==> src/rtl/interval_timer_core_if.sv <==
// OCP-style slave bus for the interval timer: command/address/data from the
// master, accept plus registered response/data from the slave.
interface interval_timer_core_if #(
    parameter int ADDR_WIDTH = 32,
    parameter int DATA_WIDTH = 32,
    parameter int BEN_WIDTH  = 4
);
    logic [ADDR_WIDTH-1:0] i_MAddr;
    logic [2:0]            i_MCmd;
    logic [DATA_WIDTH-1:0] i_MData;
    logic [BEN_WIDTH-1:0]  i_MByteEn;
    logic                  o_SCmdAccept;
    logic [31:0]           o_SData;
    logic [1:0]            o_SResp;

    modport master (
        output i_MAddr, i_MCmd, i_MData, i_MByteEn,
        input  o_SCmdAccept, o_SData, o_SResp
    );

    modport slave (
        input  i_MAddr, i_MCmd, i_MData, i_MByteEn,
        output o_SCmdAccept, o_SData, o_SResp
    );
endinterface

==> src/rtl/interval_timer_core.sv <==
// Programmable interval timer: CTRL/CNTR/CURR registers behind a zero-wait
// OCP slave, 32-bit down-counter with optional auto-reload and interrupt.
module interval_timer_core (
    input  logic                  clk,
    input  logic                  nrst,
    interval_timer_core_if.slave  bus,
    output logic                  o_intr
);
    localparam logic [2:0] CMD_WRITE = 3'd1;
    localparam logic [2:0] CMD_READ  = 3'd2;
    localparam logic [1:0] RESP_NULL = 2'd0;
    localparam logic [1:0] RESP_DVA  = 2'd1;
    localparam logic [1:0] A_CTRL    = 2'd0;
    localparam logic [1:0] A_CNTR    = 2'd1;
    localparam logic [1:0] A_CURR    = 2'd2;

    // ctrl bit order: [2] imask, [1] reload, [0] enable
    logic [2:0]  ctrl_q, ctrl_d;
    logic [31:0] cntr_q, cntr_d;
    logic [31:0] curr_q, curr_d;
    logic [31:0] rdata_q, rdata_d;
    logic [1:0]  resp_q, resp_d;
    logic        intr_q, intr_d;

    logic        cmd_wr, cmd_rd, ctrl_wr;
    logic [1:0]  sel;
    logic [31:0] wr_mask;
    logic [2:0]  ctrl_new;
    logic        unused_addr;

    assign unused_addr = ^{bus.i_MAddr[31:4], bus.i_MAddr[1:0]};

    always_comb begin
        cmd_wr = (bus.i_MCmd == CMD_WRITE);
        cmd_rd = (bus.i_MCmd == CMD_READ);
        sel    = bus.i_MAddr[3:2];
        for (int b = 0; b < 4; b++) begin
            wr_mask[8*b +: 8] = {8{bus.i_MByteEn[b]}};
        end
        ctrl_new = (ctrl_q & ~wr_mask[2:0]) | (bus.i_MData[2:0] & wr_mask[2:0]);
        // CTRL lives entirely in byte lane 0; a write with that lane off is a no-op
        ctrl_wr  = cmd_wr && (sel == A_CTRL) && bus.i_MByteEn[0];
    end

    always_comb begin
        ctrl_d = ctrl_q;
        cntr_d = cntr_q;
        curr_d = curr_q;
        intr_d = 1'b0;

        if (cmd_wr && (sel == A_CNTR)) begin
            cntr_d = (cntr_q & ~wr_mask) | (bus.i_MData & wr_mask);
        end

        // A CTRL write overrides any decrement or expiry in the same cycle
        if (ctrl_wr) begin
            ctrl_d = ctrl_new;
            if (ctrl_new[0]) begin
                curr_d = cntr_d;
            end
        end else if (ctrl_q[0]) begin
            if (curr_q > 32'd1) begin
                curr_d = curr_q - 32'd1;
            end else if (curr_q == 32'd1) begin
                intr_d = ctrl_q[2];
                if (ctrl_q[1]) begin
                    curr_d = cntr_q;
                end else begin
                    curr_d    = 32'd0;
                    ctrl_d[0] = 1'b0;
                end
            end
        end

        resp_d  = (cmd_wr || cmd_rd) ? RESP_DVA : RESP_NULL;
        rdata_d = 32'd0;
        if (cmd_rd) begin
            case (sel)
                A_CTRL:  rdata_d = {29'd0, ctrl_q};
                A_CNTR:  rdata_d = cntr_q;
                A_CURR:  rdata_d = curr_q;
                default: rdata_d = 32'd0;
            endcase
        end
    end

    always_ff @(posedge clk or negedge nrst) begin
        if (!nrst) begin
            ctrl_q  <= 3'd0;
            cntr_q  <= 32'd0;
            curr_q  <= 32'd0;
            rdata_q <= 32'd0;
            resp_q  <= RESP_NULL;
            intr_q  <= 1'b0;
        end else begin
            ctrl_q  <= ctrl_d;
            cntr_q  <= cntr_d;
            curr_q  <= curr_d;
            rdata_q <= rdata_d;
            resp_q  <= resp_d;
            intr_q  <= intr_d;
        end
    end

    assign bus.o_SCmdAccept = cmd_wr || cmd_rd;
    assign bus.o_SData      = rdata_q;
    assign bus.o_SResp      = resp_q;
    assign o_intr           = intr_q;
endmodule

==> src/flat_wrapper.sv <==
// flat-port wrapper written by rule: the top's interface ports become plain ports
module interval_timer_core_flat 
  (clk, nrst, o_intr, bus_i_MAddr, bus_i_MCmd, bus_i_MData, bus_i_MByteEn, bus_o_SCmdAccept, bus_o_SData, bus_o_SResp);
  interval_timer_core_if bus_i ();
  input  logic clk;
  input  logic nrst;
  output logic o_intr;
  input wire logic [$bits(bus_i.i_MAddr)-1:0] bus_i_MAddr;
  input wire logic [$bits(bus_i.i_MCmd)-1:0] bus_i_MCmd;
  input wire logic [$bits(bus_i.i_MData)-1:0] bus_i_MData;
  input wire logic [$bits(bus_i.i_MByteEn)-1:0] bus_i_MByteEn;
  output wire logic [$bits(bus_i.o_SCmdAccept)-1:0] bus_o_SCmdAccept;
  output wire logic [$bits(bus_i.o_SData)-1:0] bus_o_SData;
  output wire logic [$bits(bus_i.o_SResp)-1:0] bus_o_SResp;
  assign bus_i.i_MAddr = bus_i_MAddr;
  assign bus_i.i_MCmd = bus_i_MCmd;
  assign bus_i.i_MData = bus_i_MData;
  assign bus_i.i_MByteEn = bus_i_MByteEn;
  assign bus_o_SCmdAccept = bus_i.o_SCmdAccept;
  assign bus_o_SData = bus_i.o_SData;
  assign bus_o_SResp = bus_i.o_SResp;
  interval_timer_core u_core (.clk(clk), .nrst(nrst), .bus(bus_i), .o_intr(o_intr));
endmodule
==> config.mk <==
export PLATFORM = sky130hd
export DESIGN_NAME = interval_timer_core_flat
export DESIGN_NICKNAME = d
export VERILOG_FILES = /design/src/rtl/interval_timer_core_if.sv /design/src/rtl/interval_timer_core.sv /design/src/flat_wrapper.sv
export SDC_FILE = /design/constraint.sdc
export NUM_CORES = 1
export LEC_CHECK = 0
export CAP_MARGIN = 25
export CORE_UTILIZATION = 45
export CTS_CLUSTER_SIZE = 16
export DETAILED_ROUTE_END_ITERATION = 16
export PLACE_DENSITY = 0.71
export SLEW_MARGIN = 10
export SYNTH_ARGS = -nofsm -noshare
export SYNTH_HDL_FRONTEND = slang
export SYNTH_SLANG_ARGS = --single-unit
==> constraint.sdc <==
create_clock -name clk -period 3.48 [get_ports clk]
set_input_delay 0.348 -clock clk [delete_from_list [all_inputs] [get_ports clk]]
set_output_delay 0.348 -clock clk [all_outputs]
set_load 0.1 [all_outputs]
# --- After elaboration in Yosys (flattened, before gate mapping) ---
# Index checks and enable logic that the tools add are counted.
totals:
  register_bits: 102
  in_bits: 73
  out_inout_bits: 36
  word_cells: 50
op_classes:
  add_sub_neg: 1
  magnitude_cmp: 1
  eq_ne: 6
  muxes: 19
  bitwise_logic: 8
  n_reduce_logical: 8
op_table:
  columns: ["op", "n"]
  rows:
  - ["$mux 32", 8]
  - ["$pmux 32 s3", 1]
  - ["$and 32x32->32", 2]
  - ["$eq 32x1->1 const B", 1]
  - ["$gt 32x1->1 const B", 1]
  - ["$not 32->32", 1]
  - ["$or 32x32->32", 1]
  - ["$sub 32x1->32 const B", 1]
  - ["$mux 1", 10]
  - ["$and 3x3->3", 2]
  - ["$eq 3x1->1 const B", 1]
  - ["$eq 3x2->1 const B", 1]
  - ["$logic_and 1x1->1", 3]
  - ["$not 3->3", 1]
  - ["$or 3x3->3", 1]
  - ["$reduce_and 3->1", 1]
  - ["$reduce_bool 3->1", 1]
  - ["$eq 2x1->1 const B", 1]
  - ["$eq 2x2->1 const B", 1]
  - ["$logic_not 2->1", 1]
  - ["$ne 2x2->1 const B", 1]
  - ["$reduce_bool 2->1", 1]
  - ["$logic_or 1x1->1", 1]

# --- Longest topological paths before layout ---
logic_depth:
  ltp_word: 6
  depth_mapped: 10
  ltp_nobuf: 8

# --- Worst setup path before layout ---
# Ideal clock, no wire load.
synth_path:
  path_type: "reg2reg"
  from: "reg u_core.curr_q[0]"
  to: "reg u_core.curr_q[14]"
  setup_ns: 0.077
  arrival_time_ns: 2.350
  t_required_ns: 3.403
  slack_ns: 1.052
  path_stages_with_launch: 10
  path_buffers: 1
  synth_period_minus_slack_ns: 2.428
  path_cell_list: "dfrtp_1 > inv_1 > ha_1 > or3b_2 > clkbuf_1 > or4_1 > or3_1 > a21oi_1 > o22ai_1 > a21oi_1"
synth_between:
  elab_chain_cells: 4
  elab_cells_between_ends: 8
  cone_classes: "add/sub (1); order compare (1); eq/ne (1); mux (3); reduce/logical (2)"
synth_rtl:
  columns: ["element", "line", "rtl"]
  rows:
  - ["start, declared", "interval_timer_core.sv:20", "logic [31:0] curr_q, curr_d;"]
  - ["start signal, assigned", "interval_timer_core.sv:98", "curr_q <= curr_d;"]
  - ["$sub 32x1->32 or $gt 32x1->1 (tied branches)", "interval_timer_core.sv:63, interval_timer_core.sv:62", null]
  - ["$mux 32", "interval_timer_core.sv:62", "if (curr_q > 32'd1) begin"]
  - ["$mux 32", "interval_timer_core.sv:61", "end else if (ctrl_q[0]) begin"]
  - ["$mux 32", "interval_timer_core.sv:56", "if (ctrl_wr) begin"]
# Parallel ways exist; a longest one is shown, timed or not. The select of a mux whose other input is x is not followed.
# A chain may end at the register's enable or synchronous reset.

# --- Worst setup path after layout ---
layout_path:
  from: "reg u_core.curr_q[12]"
  to: "reg u_core.curr_q[16]"
# The elaborated chain is that of the path after synthesis.

==> results_dict.tcl <==
set metrics [dict create \
    viasPerCell 6.15 \
    start_util_pct 46.6 \
    path_cells "or4_1 > nor4_2 > buf_4 > and4_1 > and2_1 > a2111oi_0 > o31ai_1" \
    synth-simple-area-share_pct 19.4 \
    cts_root_buf "clkbuf_16" \
    core.rowCount 39 \
    synth_edf_count 0 \
    wirelength_um 14200 \
    reg2regPathDepth 7 \
    timing.fmax_mhz 325 \
    synth-compound-area-share_pct 18.3 \
    htree_levels 3 \
    die_area_mm2 0.0123 \
    clk_pin_slew_worst_paths_ns 0.07 \
    cts_made_buffers 9 \
    postCtsHoldBufs 0 \
    final_antenna_net_count 0 \
    violations "negative hold slack" \
    wire_per_inst_um 18.8 \
    period_needed_ns 3.07 \
    dr.pass1.iters 5 \
    die-height_um 111 \
    core-area_mm2 0.0115 \
    yosysWarnings 0 \
    worst_pin_slew_ns 0.983 \
    sw_frac_of_total_pct 35.4 \
    place_congestion 0.892 \
    ys_seq_area_share_pct 47.3 \
    required_ns 3.73 \
    arrival_ns 3.33 \
    drtIter0Drc 342 \
    syn-num-nets 627 \
    async_reset_ff_share_pct 100 \
    grt_pass1_wl_um 23500 \
    intPower_uw 2570 \
    powerDensity_mw_per_mm2 607 \
    clkLatencyLatePin_ns 0.35 \
    fin_tns_setup_ns 0 \
    rsz0062_at_grt "no" \
    p_comb_share_pct 29.1 \
    crit_path_top_delay_cell "or4_1" \
    synthAdderAreaFrac_pct 0.469 \
    cts_resized 0 \
    final_cell_mix "dfrtp_1, nor2_1, clkdlybuf4s50_1" \
    drc_errors 0 \
    dp_hpwl_um 9500 \
    ys_seq_elements 101 \
    r2r-end "u_core.curr_q[16]" \
    grt_usage_pct 24.1 \
    placed_cell_area_mm2 0.00622 \
    end_kind "register" \
    clock_sinks 101 \
    yosys-mux-area-fraction_pct 7.47 \
    max-vdd-ir-drop_uv 242 \
    path_class "reg -> reg" \
    first_global_vias 4593 \
    io_buffers 77 \
    area_growth_pct 22.6 \
    antenna_cells 0 \
    power_frac_seq_pct 43.1 \
    p_sw_uw 1410 \
    synth_cell_type_count 65 \
    path_max_fanout 12 \
    hold_path_class "in -> async" \
    finalHoldViolations 2 \
    status "complete, but fails checks" \
    r2r_slack_ns 0.41 \
    power.share.clock_pct 27.7 \
    r2r-start "u_core.curr_q[12]" \
    drv_slew 0 \
    synth.avg_cell_area_um2 9.67 \
    synth_top_family_by_area "simple AND/OR/NAND/NOR gates" \
    grt_antenna_before_repair 0 \
    tritoncts "done" \
    io_pins 109 \
    grt_max_degree 56 \
    drive_above_1_share_pct 13.0 \
    post-route-period-util_pct 88.3 \
    relSlewSlack_pct 34.2 \
    leakage_uw 0.00271 \
    cts_setup_buffers 0 \
    die_x_um 111 \
    overflow 0 \
    final_cell_area_mm2 0.00655 \
    vias 4662 \
    fin_skew_ns 0.00630 \
    drv_cap 0 \
    syn_inst 552 \
    hold_ws_ns -0.00562 \
    start_kind "register" \
    finalSetupViolations 0 \
    netlist_area_mm2 0.00534 \
    ys.flop_type "dfrtp_1" \
    cts.path.max_buffers 2 \
    layout_commonest_cell "dfrtp_1" \
    synthXorXnorAreaFrac_pct 2.30 \
    max_stage_delay_ns 0.69 \
    nNetsFinal 685 \
]
power groups by stage:
stage / sequential [uW] / combinational (uW) / clock, uW
2_1_floorplan: 1640 / 903 / 0
3_3_place_gp: 1700 / 1110 / 0
3_5_place_dp: 1720 / 1140 / 0
4_1_cts: 1700 / 1150 / 1120
5_1_grt: 1750 / 1270 / 1170
6_report: 1710 / 1160 / 1100
layer usage:
metal / GRT usage, % / up-vias / part of all wire [%]
met5: 0 / - / 0
met1: 33.9 / 2316 / 45
met2: 37.7 / 190 / 47
met4: 8.18 / 0 / 1.5
met3: 3.94 / 20 / 5.8
li1: - / 2136 / -
stage by stage:
step,util [%],setup WS [ns],power (uW),hold WS (ns),cells
final,57.1,0.406,3970,-0.00562,758
after detailed placement,54.2,0.502,2860,0.398,742
after floorplan,-,1.05,2540,0.0524,552
after CTS,57.1,0.479,3980,0.0236,758
after global placement,54.2,0.584,2820,0.395,742
after global routing,57.1,0.258,4180,0.0403,758
how the worst max path moves through the flow:
| stage | start | endpoint | slack, ns |
|---|---|---|---|
| detailed placement | u_core.curr_q[12] | u_core.curr_q[16] | 0.50 |
| finish | u_core.curr_q[12] | u_core.curr_q[16] | 0.41 |
| floorplan | u_core.curr_q[0] | u_core.curr_q[14] | 1.05 |
| global route | u_core.curr_q[11] | u_core.curr_q[26] | 0.26 |
| global placement | bus_i_MAddr[3] | u_core.curr_q[30] | 0.58 |
| CTS | u_core.curr_q[12] | u_core.curr_q[16] | 0.48 |
cell usage after synthesis, drive strengths merged (4+ instances only):
master	number	share of area, %
a21oi	17	1.6
a22oi	34	4.8
a311oi	11	1.8
a31oi	6	0.70
and2	5	0.59
buf	18	2.2
clkbuf	29	2.0
dfrtp	101	47
inv	6	0.42
mux2	31	6.5
mux2i	5	0.94
nand2	46	3.2
nand3	10	0.94
nand4	6	0.70
nor2	85	6.0
nor3	16	1.5
nor4	16	2.6
o21ai	13	1.4
o22ai	4	0.47
o2bb2ai	5	0.82
o31ai	17	2.4
or3	9	1.1
or4	7	1.1
xnor2	12	2.0
state kept, by name, indices dropped and copies added, names as in the netlist, named ones only:
signal and count:
u_core.bus.o_SResp 1, u_core.cntr_q 32, u_core.o_intr 1, u_core.bus.o_SData 32
u_core.curr_q 32, u_core.ctrl_q 1
cell type report:
cell class | count | area (um2)
Multi-Input combinational cell | 398 | 2570
Fill cell | 986 | 4920
Sequential cell | 101 | 2530
Tap cell | 143 | 179
Clock buffer | 12 | 256
Inverter | 6 | 22.5
Timing Repair Buffer | 94 | 918
Clock inverter | 4 | 70.1
logic make-up (layout without fill, tap and decap cells):
logic type                 Yosys count  in the layout
and+or+nand+nor                    212            212
xor gates and xnor gates            14             14
DFF                                101            101
muxes                               36             36
buffers and inverters               53            116
adders and majority gates            2              2
other                                1              1
AOI/OAI and AO/OA                  133            133
critical path, delay by kind of cell (launching register included):
kind | cells | cell delay, ns
buffers and inverters | 1 | 0.24
AO/OA/AOI/OAI | 2 | 0.45
flip-flops | 1 | 0.42
AND/OR/NAND/NOR | 4 | 1.86
No activity file was read; power rests on OpenSTA's default activity.
